## config.mk

```make
export PLATFORM = sky130hd
export DESIGN_NAME = riscv_core_mem_arbiter
export DESIGN_NICKNAME = d
export VERILOG_FILES = /design/src/rtl/riscv_core_mem_arbiter.sv
export SDC_FILE = /design/constraint.sdc
export NUM_CORES = 1
export LEC_CHECK = 0
export ABC_AREA = 1
export CAP_MARGIN = 20
export CELL_PAD_IN_SITES_DETAIL_PLACEMENT = 1
export CELL_PAD_IN_SITES_GLOBAL_PLACEMENT = 1
export CORE_MARGIN = 8
export CORE_UTILIZATION = 12
export CTS_BUF_LIST = sky130_fd_sc_hd__clkbuf_4 sky130_fd_sc_hd__clkbuf_8
export CTS_CLUSTER_SIZE = 14
export DETAILED_ROUTE_END_ITERATION = 8
export PLACE_DENSITY = 0.83
export SYNTH_ARGS = -nofsm -noshare
export SYNTH_HDL_FRONTEND = slang
export SYNTH_SLANG_ARGS = --single-unit
export TNS_END_PERCENT = 30
```

## constraint.sdc

```tcl
create_clock -name clk -period 1.8 [get_ports clk]
set_input_delay 0.18 -clock clk [delete_from_list [all_inputs] [get_ports clk]]
set_output_delay 0.18 -clock clk [all_outputs]
set_load 0.05 [all_outputs]
```

## src/rtl/riscv_core_mem_arbiter.sv

```systemverilog
// riscv_core_mem_arbiter: shares one memory port between the instruction
// fetch path and the data load/store path. Requests pass straight through to
// memory. An in-order tag FIFO records the owner of each outstanding
// transaction, and each response is routed back to that owner.
// Optional feature macro: RISCV_MEMARB_ROUND_ROBIN_EN (alternating priority).
// When it is undefined, D always wins arbitration.
module riscv_core_mem_arbiter #(
   parameter int p_depth = 4
) (
   input  logic                       clk,
   input  logic                       reset,
   input  logic                       ireq_val,
   output logic                       ireq_rdy,
   input  logic [31:0]                ireq_msg_addr,
   input  logic                       dreq_val,
   output logic                       dreq_rdy,
   input  logic                       dreq_msg_type,
   input  logic [31:0]                dreq_msg_addr,
   input  logic [1:0]                 dreq_msg_len,
   input  logic [31:0]                dreq_msg_data,
   output logic                       iresp_val,
   input  logic                       iresp_rdy,
   output logic [31:0]                iresp_msg_data,
   output logic                       dresp_val,
   input  logic                       dresp_rdy,
   output logic [31:0]                dresp_msg_data,
   output logic                       memreq_val,
   input  logic                       memreq_rdy,
   output logic                       memreq_msg_type,
   output logic [31:0]                memreq_msg_addr,
   output logic [1:0]                 memreq_msg_len,
   output logic [31:0]                memreq_msg_data,
   input  logic                       memresp_val,
   output logic                       memresp_rdy,
   input  logic [31:0]                memresp_msg_data,
   output logic [$clog2(p_depth):0]   outstanding
);

   localparam int AW = $clog2(p_depth);
   localparam int CW = AW + 1;

   logic [p_depth-1:0] r_tags;   // 0 = I, 1 = D
   logic [AW-1:0]      r_wptr;
   logic [AW-1:0]      r_rptr;
   logic [CW-1:0]      r_count;

   logic w_full, w_empty, w_head;
   logic w_prio_d, w_grant_d, w_grant_i;
   logic w_push, w_pop;

   assign w_full  = (r_count == CW'(p_depth));
   assign w_empty = (r_count == '0);
   assign w_head  = r_tags[r_rptr];

`ifdef RISCV_MEMARB_ROUND_ROBIN_EN
   logic r_prio_d;

   // The requester that was just served drops to low priority
   always_ff @(posedge clk or posedge reset) begin
      if (reset)       r_prio_d <= 1'b1;
      else if (w_push) r_prio_d <= ~w_grant_d;
   end

   assign w_prio_d = r_prio_d;
`else
   assign w_prio_d = 1'b1;
`endif

   assign w_grant_d = dreq_val && (!ireq_val || w_prio_d);
   assign w_grant_i = ireq_val && !w_grant_d;

   // Request path: the winner's fields go straight to memory
   assign memreq_val      = (ireq_val || dreq_val) && !w_full;
   assign memreq_msg_type = w_grant_d ? dreq_msg_type : 1'b0;
   assign memreq_msg_addr = w_grant_d ? dreq_msg_addr : ireq_msg_addr;
   assign memreq_msg_len  = w_grant_d ? dreq_msg_len  : 2'd0;
   assign memreq_msg_data = w_grant_d ? dreq_msg_data : 32'd0;
   assign ireq_rdy        = w_grant_i && !w_full && memreq_rdy;
   assign dreq_rdy        = w_grant_d && !w_full && memreq_rdy;

   // Response path: steered by the oldest outstanding tag
   assign memresp_rdy    = !w_empty && (w_head ? dresp_rdy : iresp_rdy);
   assign iresp_val      = memresp_val && !w_empty && !w_head;
   assign dresp_val      = memresp_val && !w_empty &&  w_head;
   assign iresp_msg_data = memresp_msg_data;
   assign dresp_msg_data = memresp_msg_data;

   // Full blocks memreq_val, so a push never happens when full
   assign w_push = memreq_val && memreq_rdy;
   assign w_pop  = memresp_val && memresp_rdy;

   // Tag FIFO storage and pointers
   always_ff @(posedge clk or posedge reset) begin
      if (reset) begin
         r_tags <= '0;
         r_wptr <= '0;
         r_rptr <= '0;
      end else begin
         if (w_push) begin
            r_tags[r_wptr] <= w_grant_d;
            r_wptr         <= r_wptr + 1'b1;
         end
         if (w_pop) r_rptr <= r_rptr + 1'b1;
      end
   end

   // Occupancy: a simultaneous push and pop leaves it unchanged
   always_ff @(posedge clk or posedge reset) begin
      if (reset) r_count <= '0;
      else begin
         case ({w_push, w_pop})
            2'b10:   r_count <= r_count + 1'b1;
            2'b01:   r_count <= r_count - 1'b1;
            default: r_count <= r_count;
         endcase
      end
   end

   assign outstanding = r_count;

endmodule

```

## Word level (Yosys, flattened, before mapping)

Index checks and enable logic that the tools add are counted.

| storage, ports and cells | value |
|---|---|
| flip-flop bits (word level) | 11 |
| input port bits | 139 |

| cells by class | value |
|---|---|
| reductions and logical operators | 20 |
| add/sub/neg operators | 4 |
| order comparisons | 3 |
| mux-type cells | 11 |
| equal/unequal tests | 3 |

Operator list:

| kind | count |
|---|---|
| two-way mux 32 bit | 2 |
| logical AND 1 bit | 13 |
| less-than comparator 2 x 3 -> 1 bit (second input constant) | 2 |
| case mux 3 bit (2 select lines) | 1 |
| adder 2 x 1 -> 2 bit (second input constant) | 2 |
| bitwise mux 4 bit | 1 |
| logical NOT 1 bit | 4 |
| two-way mux 1 bit | 4 |
| adder 3 x 1 -> 3 bit (second input constant) | 1 |
| equality test 3 bit (second input constant) | 1 |
| logical NOT 3 bit | 1 |
| subtractor 3 x 1 -> 3 bit (second input constant) | 1 |
| binary-select mux 1 bit (select 2 bit) | 1 |
| demux 1 bit (select 2 bit) | 1 |
| equality test 2 x 1 -> 1 bit (second input constant) | 1 |
| equality test 2 bit (second input constant) | 1 |
| greater-or-equal comparator 2 x 1 -> 1 bit (second input constant) | 1 |
| two-way mux 2 bit | 1 |
| nonzero test 2 bit | 1 |
| logical OR 1 bit | 1 |

## Longest topological paths before layout

Gate-level depths: netlist (run 1).

| logic depth | value |
|---|---|
| word-level depth | 7 |
| gate-level depth with buffers | 13 |
| mapped depth without buffers | 13 |

## Worst setup path after synthesis (run 1)

OpenSTA, ideal clock, no wires.

| timing path | value |
|---|---|
| path kind | reg2out |
| start point | register r_count[0], in the netlist outstanding[0] |
| end point | output port ireq_rdy |
| path slack | -0.674 ns |
| arrival time | 2.294 ns |
| stages on the path, launching flop included | 3 |
| path buffers | 0 |
| cells stage by stage | dfrtp_1 -> nor3_4 -> nor4_1 |

| on the way | value |
|---|---|
| longest elaborated chain between the ends | 4 |

RTL lines:

| item | line | source |
|---|---|---|
| start: declaration | 45 | `logic [CW-1:0] r_count;` |
| start signal: assignment | 112 | `2'b10: r_count <= r_count + 1'b1;` |
| start signal: assignment | 113 | `2'b01: r_count <= r_count - 1'b1;` |
| start signal: assignment | 114 | `default: r_count <= r_count;` |
| equality test 3 bit | 51 | `assign w_full = (r_count == CW'(p_depth));` |
| logical NOT 1 bit | 78 | `assign ireq_rdy = w_grant_i && !w_full && memreq_rdy;` |
| logical AND 1 bit (2 in series) | 78 |  |
| end: declaration | 13 | `output logic ireq_rdy,` |

Every way passes these cells.

## Worst setup path after layout (run 1)

| timing path | value |
|---|---|
| start point | register r_rptr[0] |
| end point | register r_count[2], in the netlist outstanding[2] |

| on the way | value |
|---|---|
| longest elaborated chain between the ends | 7 |

RTL lines:

| item | line | source |
|---|---|---|
| start: declaration | 44 | `logic [AW-1:0] r_rptr;` |
| start signal: assignment | 103 | `if (w_pop) r_rptr <= r_rptr + 1'b1;` |
| binary-select mux 1 bit (select 2 bit) (*) | 53 | `assign w_head = r_tags[r_rptr];` |
| two-way mux 1 bit (not written as such) (*) | 53 |  |
| two-way mux 1 bit (*) | 82 | `assign memresp_rdy = !w_empty && (w_head ? dresp_rdy : iresp_rdy);` |
| logical AND 1 bit (*) | 82 |  |
| logical AND 1 bit (*) | 90 | `assign w_pop = memresp_val && memresp_rdy;` |
| named net w_pop | 49 | `logic w_push, w_pop;` |
| equality test 2 x 1 -> 1 bit / equality test 2 bit (equally long branches) | 111 | `case ({w_push, w_pop})` |
| case mux 3 bit (2 select lines) / nonzero test 2 bit (equally long branches) | n/a |  |

The timed path passes the listed nets; every way through them passes the cells marked *. The select of a mux whose other input is x is not followed.
A chain may end at the register's enable or synchronous reset.

==> results of run 1 <==
per-stage QoR:
| stage | power [uW] | setup WS (ns) | hold slack, ns | instance area, um2 |
|---|---|---|---|---|
| floorplan | 2302 | -0.1877 | 0.03232 | 1962 |
| global placement | 3313 | -0.2471 | 0.3605 | 4397 |
| detailed placement | 3401 | -0.3036 | 0.3605 | 4397 |
| CTS | 3824 | -0.1230 | 0.2509 | 4504 |
| global route | 4108 | -0.2383 | 0.2895 | 4541 |
| finish | 3868 | -0.1169 | 0.2355 | 4541 |
where the power goes:
part	leakage, uW	internal, uW	total [uW]	switching, uW
logic	0.00213	1490	3100	1610
clock network	0.0000255	153	256	103
registers	0.000132	383	513	130
total	0.00229	2020	3870	1840
cell usage in the layout, fill, tap and decap left out, drive strengths merged:
cell,netlist,routed
nand2,157,157
clkdlybuf4s50,0,105
buf,71,104
inv,52,52
nand3,13,13
dfrtp,11,11
ha,5,5
a21oi,5,5
nand4,4,4
clkbuf,6,3
xor2,2,2
o21ai,2,2
nor2,2,2
clkinv,1,2
nor3,2,2
xnor2,1,1
nor4,1,1
fa,1,1
flip-flops by register name (all words and copies together) (netlist names):
register / count
r_tags: 4
outstanding: 3
r_rptr: 2
r_wptr: 2
metal layers:
metal | share of wire [%] | global-route usage, % | up-vias
met5 | 0.14 | 0 | -
met4 | 1.7 | 2.685 | 2
met3 | 12 | 3.673 | 15
met2 | 51 | 16.36 | 129
met1 | 35 | 8.643 | 1094
li1 | - | - | 1185
how the worst max path moves through the flow:
stage	end	slack, ns	depth (start not counted)
finish	outstanding[2]	-0.12	13
global route	outstanding[2]	-0.24	13
CTS	outstanding[2]	-0.12	13
detailed placement	outstanding[2]	-0.30	11
global placement	outstanding[2]	-0.25	11
floorplan	outstanding[2]	-0.19	10
cell type report:
cell class / instances / area share (%)
clock buffers: 3 / 0.9093
repair buffers: 209 / 60.68
clock inverters: 1 / 0.1102
multi-input cells: 195 / 21.71
inverters: 53 / 4.436
flip-flops and latches: 11 / 6.200
well taps: 216 / 5.952
critical path: cells and delay by family (launching register included):
family / cells / cell delay (ns)
fa+ha+maj: 2 / 0.46
flops: 1 / 0.41
buf+inv: 3 / 0.22
xor+xnor: 1 / 0.14
compound gates: 2 / 0.20
simple gates: 5 / 0.36
kinds of logic after synthesis:
family	share of synthesized area [%]
flip-flops	14.23
AND/OR/NAND/NOR	38.87
adder cells (fa/ha/maj)	4.269
AO/OA/AOI/OAI	2.782
XOR/XNOR	1.359
buffers and inverters	38.49
cell usage after synthesis (2+ instances only):
master    instances
nand2_1         154
buf_4            65
inv_1            49
dfrtp_1          11
nand3_1           7
clkbuf_1          6
nand3_2           6
ha_1              5
buf_2             4
nand4_1           4
inv_2             3
nand2_2           3
a21oi_1           2
a21oi_2           2
nor2_1            2
o21ai_0           2
xor2_1            2
repair_timing:
action	4_1_cts	5_1_grt
endpoints found under the setup margin	2	4
pin swaps	3	2
cloned	0	0
resized for setup	10	4
setup buffers	4	2
==> flow_metrics.tcl, run 1 <==
set metrics [dict create \
    rrSetupSlack_ns -0.12 \
    holdBufCountCts 0 \
    rsz0062_at_grt "yes" \
    gp_congestion 0.7204 \
    max_slew_margin_pct 71.50 \
    antenna_left 0 \
    die_area_mm2 0.02044 \
    areaGrowthSynthToFinish_pct 134.7 \
    cp_common_cell "inv_2" \
    period_minus_slack_ns 1.917 \
    yosys_warnings 0 \
    post-route-period-util_pct 106.5 \
    numCtsBuffers 3 \
    cts.path.max_buffers 2 \
    hold_path.class "in -> async" \
    die_w_um 143.0 \
    clk_latency_ns 0.25 \
    clock-root-buffer "clkbuf_8" \
    fillers 1851 \
    ios 279 \
    synth_area_per_cell_um2 5.757 \
    maxCapViolCount 0 \
    ys_top_cells_by_area "nand2_1, buf_4, dfrtp_1" \
    htree_levels 1 \
    layout_setup_ws_ns -0.1169 \
    setup_violations 2 \
    r2r-start "r_rptr[0]" \
    drc 0 \
    synth_cells 336 \
    synth_top_area_cell "nand2_1" \
    final_util_pct 28.69 \
    syn-num-nets 481 \
    clkTransAtPathRegs_ns 0.06 \
    cp-start-kind "flop" \
    antenna_found_initial 1 \
    synth_area_mm2 0.001934 \
    drive_above_1_share_pct 29.66 \
    startpoint "r_rptr[0]" \
    powerDensity_mw_per_mm2 851.9 \
    critPathSlowestCell "dfrtp_1" \
    vias 2425 \
    io_buffers 182 \
    n_antenna_cell 0 \
    grt.overflow.total 0 \
    dr.pass1.iters 4 \
    yosysTopAreaCellShare_pct 29.88 \
    wl_um 9343 \
    cp.arrival_ns 2.04 \
    reg2reg_depth 13 \
    finalNetCount 618 \
    crit_path_cell_trace "inv_2 > nand2_1 > nand3_2 > nand2_2 > nand2_2 > nand3_2 > inv_2 > ha_4 > inv_2 > fa_2 > a21oi_2 > o21ai_1 > xor2_1" \
    p_leak_uw 0.002285 \
    hold_viol_final 0 \
    core-area_mm2 0.01583 \
    viasPerCell 3.525 \
    wl_per_cell_um 13.58 \
    grtUsageTotal_pct 8.791 \
    start_util_pct 12.22 \
    fmax_mhz 521.7 \
    tightest_slew_ns 0.4270 \
    rows 46 \
    drt_iter0_markers 43 \
    max_stage_delay_ns 0.41 \
    multi_input_area_um2 985.9 \
    dp_cells 678 \
    synth_edf_count 0 \
    skew_ns 0.007255 \
    grt_pass1_vias 2756 \
    setup.worst_path.end_class "flop" \
    violations "negative setup slack" \
    cts_tree "yes" \
    status "finished with violations" \
    ir_drop_uv 365.9 \
    cts_sinks 11 \
    final_max_slew_viol_count 0 \
    grt_max_degree 73 \
    critPathKind "reg -> reg" \
    crit_required_ns 1.92 \
    ys_seq_area_share_pct 14.23 \
    die_h_um 143.0 \
    layout.cells.non_filler 688 \
    ys_ff_latch 11 \
    grt_pass1_wl_um 14340 \
    synth_ff_type "dfrtp_1" \
    setup_tns_ns -0.2248 \
    synth_cell_types 26 \
    seq_area_um2 281.5 \
    async_flop_share_pct 100.0 \
    hpwl_um 8185 \
    path_max_fanout 4 \
    rr_endpoint "outstanding[2]" \
]
No activity file was read; power rests on OpenSTA's default activity.
==> run 2, diff against run 1 <==
--- a/config.mk
+++ b/config.mk
@@ -6,15 +6,15 @@
 export NUM_CORES = 1
 export LEC_CHECK = 0
 export ABC_AREA = 1
-export CAP_MARGIN = 20
 export CELL_PAD_IN_SITES_DETAIL_PLACEMENT = 1
 export CELL_PAD_IN_SITES_GLOBAL_PLACEMENT = 1
+export CORE_ASPECT_RATIO = 0.9
 export CORE_MARGIN = 8
 export CORE_UTILIZATION = 12
 export CTS_BUF_LIST = sky130_fd_sc_hd__clkbuf_4 sky130_fd_sc_hd__clkbuf_8
 export CTS_CLUSTER_SIZE = 14
 export DETAILED_ROUTE_END_ITERATION = 8
-export PLACE_DENSITY = 0.83
+export PLACE_DENSITY_LB_ADDON = 0.25
 export SYNTH_ARGS = -nofsm -noshare
 export SYNTH_HDL_FRONTEND = slang
 export SYNTH_SLANG_ARGS = --single-unit
==> flow_metrics.tcl, run 2 (synthesis gave the netlist of run 1 again) <==
set metrics [dict create \
    violations "negative setup slack" \
    holdBufCountCts 0 \
    route.met3.wl_um 1334 \
    wl_per_cell_um 14.22 \
    finalPower_uw 4052 \
    die_area_mm2 0.02044 \
    share_seq_of_total_power_pct 12.8 \
    intPower_uw 2134 \
    powerDensity_mw_per_mm2 880.1 \
    layout_commonest_cell "nand2_1" \
    final_max_slew_viol_count 0 \
    clk_latency_ns 0.24 \
    max_stage_delay_ns 0.41 \
    layout_setup_ws_ns -0.1126 \
    dr.pass1.iters 4 \
    gp_congestion 0.7139 \
    m1WireLength_um 3199 \
    hold_viol_final 0 \
    max_slew_margin_pct 59.27 \
    rows 44 \
    cts_sinks 11 \
    maxUsedRoutingLayer "met4" \
    fmax_mhz 522.8 \
    tightest_slew_ns 0.6110 \
    dpl_cell_area_mm2 0.004390 \
    drive_above_1_share_pct 30.95 \
    cp.arrival_ns 1.73 \
    skew_ns 0.0009807 \
    drt_iter0_markers 47 \
    rsz0062_at_grt "yes" \
    period_minus_slack_ns 1.913 \
    cts_tree "yes" \
    p_switching_uw 1918 \
    ir_drop_uv 296.6 \
    n_antenna_cell 0 \
    grt_max_degree 62 \
    layout.cells.non_filler 682 \
    setup.worst_path.end_class "output pin" \
    io_buffers 182 \
    drc 0 \
    crit_path_cell_trace "nand2_1 > nand3_4 > nand2_4 > buf_6 > buf_4 > buf_6 > nand2_2 > nand2_4 > inv_2 > a21oi_4 > buf_12" \
    finalNetCount 621 \
    start_util_pct 12.12 \
    maxCapViolCount 0 \
    die_w_um 149.8 \
    pre_cts_ws_ns -0.2450 \
    antenna_left 0 \
    top_register "r_tags" \
    cts.path.max_buffers 2 \
    wl_um 9696 \
    clock-root-buffer "clkbuf_8" \
    htree_levels 1 \
    status "finished with violations" \
    critPathKind "reg -> out" \
    clkTransAtPathRegs_ns 0.05 \
    final_area_mm2 0.004604 \
    hpwl_um 8516 \
    ios 279 \
    viasPerCell 3.554 \
    critPathSlowestCell "dfrtp_1" \
    die_h_um 136.4 \
    crit_required_ns 1.62 \
    largest_register_ffs 4 \
    p_comb_share_pct 81.0 \
    swShare_pct 47.33 \
    numCtsBuffers 3 \
    grt_pass1_wl_um 14630 \
    post-route-period-util_pct 106.3 \
    p_leak_uw 0.002310 \
    wl_met2_um 5127 \
    pwr-share-clk_pct 6.3 \
    setup_violations 2 \
    cp-start-kind "flop" \
    grt_pass1_vias 2685 \
    grtUsageTotal_pct 9.053 \
    dp_cells 671 \
    vias 2424 \
    path_max_fanout 4 \
    antenna_found_initial 0 \
    final_util_pct 28.84 \
    core-area_mm2 0.01597 \
    grt.overflow.total 0 \
    areaGrowthSynthToFinish_pct 138.0 \
    layout_common_cells "nand2_1, clkdlybuf4s50_1, buf_12" \
    hold_path.class "in -> async" \
]
-- run 2: metal layers --
metal,global-route usage [%],vias to the layer above
met4,1.054,0
met3,5.125,6
met1,8.521,1102
li1,-,1190
met5,0,-
met2,17.20,126
-- run 2: worst paths after layout --
| kind | start | endpoint | slack [ns] | depth (start not counted) |
|---|---|---|---|---|
| worst max-delay path | r_rptr[0] | memresp_rdy | -0.11 | 11 |
| worst min-delay path | reset | outstanding[0] | 0.25 | 2 |
| worst max register to register | r_rptr[0] | outstanding[2] | -0.08 | 13 |
| worst min register to register | r_tags[1] | r_tags[1] | 0.50 | 2 |
| max in group asynchronous | reset | outstanding[0] | 1.21 | 2 |
| min in group clk | memresp_msg_data[11] | dresp_msg_data[11] | 0.36 | 0 |
-- run 2: stage by stage --
stage	TNS, ns	hold slack [ns]
after detailed placement	-0.4816	0.3605
after CTS	-0.1571	0.2697
final	-0.1895	0.2461
after floorplan	-0.4706	0.03232
after global placement	-0.3829	0.3605
after global routing	-0.5716	0.3061
-- run 2: final cells by class --
class | instances | area, um2
clock inverters | 1 | 5.005
repair buffers | 212 | 2775
inverters | 53 | 201.4
flip-flops and latches | 11 | 281.5
fillers | 1891 | 11360
multi-input cells | 195 | 1041
well taps | 207 | 259.0
clock buffers | 3 | 41.29
-- run 2: timing repair --
item / 4_1_cts / 5_1_grt
gates cloned: 0 / 0
pin swaps: 4 / 4
gates resized for setup: 12 / 15
setup buffers: 5 / 2
setup endpoints to repair: 2 / 7
-- run 2: power groups by stage --
stage          sequential, uW  combinational [uW]  clock, uW
6_report                  517                3280        254
5_1_grt                   535                3520        273
4_1_cts                   515                3080        260
3_5_place_dp              515                2890          0
3_3_place_gp              505                2850          0
2_1_floorplan             626                1680          0
-- run 2: critical path: cells and delay by family, from the launching register on --
family,cells,cell delay [ns]
AO/OA/AOI/OAI,1,0.13
buffers and inverters,5,0.46
flip-flops,1,0.41
AND/OR/NAND/NOR,5,0.47
==> run 3, diff against run 2 <==
--- a/config.mk
+++ b/config.mk
@@ -11,7 +11,7 @@
 export CORE_ASPECT_RATIO = 0.9
 export CORE_MARGIN = 8
 export CORE_UTILIZATION = 12
-export CTS_BUF_LIST = sky130_fd_sc_hd__clkbuf_4 sky130_fd_sc_hd__clkbuf_8
+export CTS_BUF_LIST = sky130_fd_sc_hd__clkbuf_4 sky130_fd_sc_hd__clkbuf_8 sky130_fd_sc_hd__clkbuf_16
 export CTS_CLUSTER_SIZE = 14
 export DETAILED_ROUTE_END_ITERATION = 8
 export PLACE_DENSITY_LB_ADDON = 0.25
==> flow_metrics.tcl, run 3 (synthesis gave the netlist of run 1 again) <==
set metrics [dict create \
    drc 0 \
    holdBufCountCts 0 \
    grt_pass1_vias 2684 \
    hold_path.class "in -> async" \
    htree_levels 1 \
    clkTransAtPathRegs_ns 0.04 \
    seq_area_um2 281.5 \
    fmax_mhz 513.0 \
    setup_tns_ns -0.1538 \
    cts_tree "yes" \
    dr.pass1.iters 6 \
    violations "negative setup slack" \
    cts.path.max_buffers 2 \
    grt_pass1_wl_um 14660 \
    cts_sinks 11 \
    period_minus_slack_ns 1.949 \
    final_max_slew_viol_count 0 \
    crit_required_ns 1.92 \
    grt.overflow.total 0 \
    die_h_um 136.4 \
    drive_above_1_share_pct 30.74 \
    rows 44 \
    die_area_mm2 0.02044 \
    path_max_fanout 4 \
    swShare_pct 45.74 \
    drt_iter0_markers 47 \
    largest_register_ffs 4 \
    die_w_um 149.8 \
    hold_viol_final 0 \
    clk_latency_ns 0.24 \
    core-area_mm2 0.01597 \
    share_seq_of_total_power_pct 12.7 \
    intPower_uw 2212 \
    gp_congestion 0.7139 \
    fillers 1892 \
    antenna_left 0 \
    multi_input_area_mm2 0.001006 \
    maxCapViolCount 0 \
    grtUsageTotal_pct 9.108 \
    finalNetCount 621 \
    top_register "r_tags" \
    grt_max_degree 62 \
    numCtsBuffers 3 \
    layout_commonest_cell "nand2_1" \
    vias 2408 \
    wl_um 9656 \
    p_comb_share_pct 77.3 \
    finalPower_uw 4077 \
    n_antenna_cell 0 \
    status "finished with violations" \
    tightest_slew_ns 0.6110 \
    clock-root-buffer "clkbuf_16" \
    io_buffers 182 \
    setup.worst_path.end_class "flop" \
    viasPerCell 3.531 \
    critPathKind "reg -> reg" \
    areaGrowthSynthToFinish_pct 137.6 \
    wl_per_cell_um 14.16 \
    ir_drop_uv 390.4 \
    powerDensity_mw_per_mm2 887.2 \
    rsz0062_at_grt "yes" \
    p_switching_uw 1865 \
    cp-start-kind "flop" \
    cp.arrival_ns 2.07 \
    p_leak_uw 0.002311 \
    post-route-period-util_pct 108.3 \
    layout_common_cells "nand2_1, clkdlybuf4s50_1, buf_12" \
    layout_setup_ws_ns -0.1495 \
    ios 279 \
    antenna_found_initial 0 \
    setup_violations 2 \
    skew_ns 0.001619 \
    start_util_pct 12.12 \
    pwr-share-clk_pct 10.0 \
    max_slew_margin_pct 59.27 \
    hpwl_um 8516 \
]
[run 3: cell counts in the layout (fill, tap and decap cells not counted)]
No cell type changed its count.
[run 3: critical path: stages, from the launching register on]
cell and delay (ns):
dfrtp_1 0.41, inv_2 0.10, nand2_2 0.07, nand3_4 0.07
nand2_2 0.07, nand2_2 0.06, nand3_2 0.07, inv_2 0.09
ha_4 0.13, inv_2 0.04, fa_2 0.36, a21oi_2 0.13
o21ai_1 0.08, xor2_1 0.16
[run 3: final cells by class]
class,count,area share (%)
clock inverter,1,0.1089
multi-input combinational,195,21.89
clock buffer,3,1.634
inverter,53,4.383
sequential,11,6.126
timing repair buffer,212,60.22
tap,207,5.636
[run 3: final timing paths]
check,startpoint,endpoint,slack [ns],depth (start not counted)
setup / recovery,r_rptr[0],outstanding[2],-0.15,13
hold / removal,reset,outstanding[0],0.25,2
setup reg to reg,r_rptr[0],outstanding[2],-0.15,13
hold reg to reg,r_tags[1],r_tags[1],0.50,2
max in group asynchronous,reset,outstanding[0],1.19,2
min in group clk,memresp_msg_data[11],dresp_msg_data[11],0.36,0
[run 3: layer usage]
layer | wire [um] | vias up | track usage, %
met3 | 1301 | 6 | 5.125
li1 | - | 1190 | -
met5 | 0 | - | 0
met2 | 5086 | 117 | 17.22
met1 | 3224 | 1095 | 8.595
met4 | 44 | 0 | 1.220
[run 3: power groups by stage]
stage               Combinational, uW  Clock (uW)  Sequential, uW
floorplan                        1680           0             626
global route                     3370         432             538
detailed placement               2890           0             515
finish                           3150         408             518
CTS                              3010         419             516
global placement                 2850           0             505
[run 3: repair_timing]
item,in CTS,in global routing
endpoints found under the hold margin,0,0
gates resized for setup,6,13
pin swaps,1,6
setup buffers,4,3
endpoints found under the setup margin,2,6
[run 3: per-stage QoR]
stage	setup WS [ns]	cells	hold WS, ns	cell area, um2	utilization, %
floorplan	-0.1877	336	0.03232	1962	-
global placement	-0.2247	671	0.3605	4390	27.50
detailed placement	-0.2450	671	0.3605	4390	27.50
CTS	-0.1138	679	0.2753	4514	28.28
global route	-0.3034	682	0.3209	4596	28.79
finish	-0.1495	682	0.2539	4596	28.79
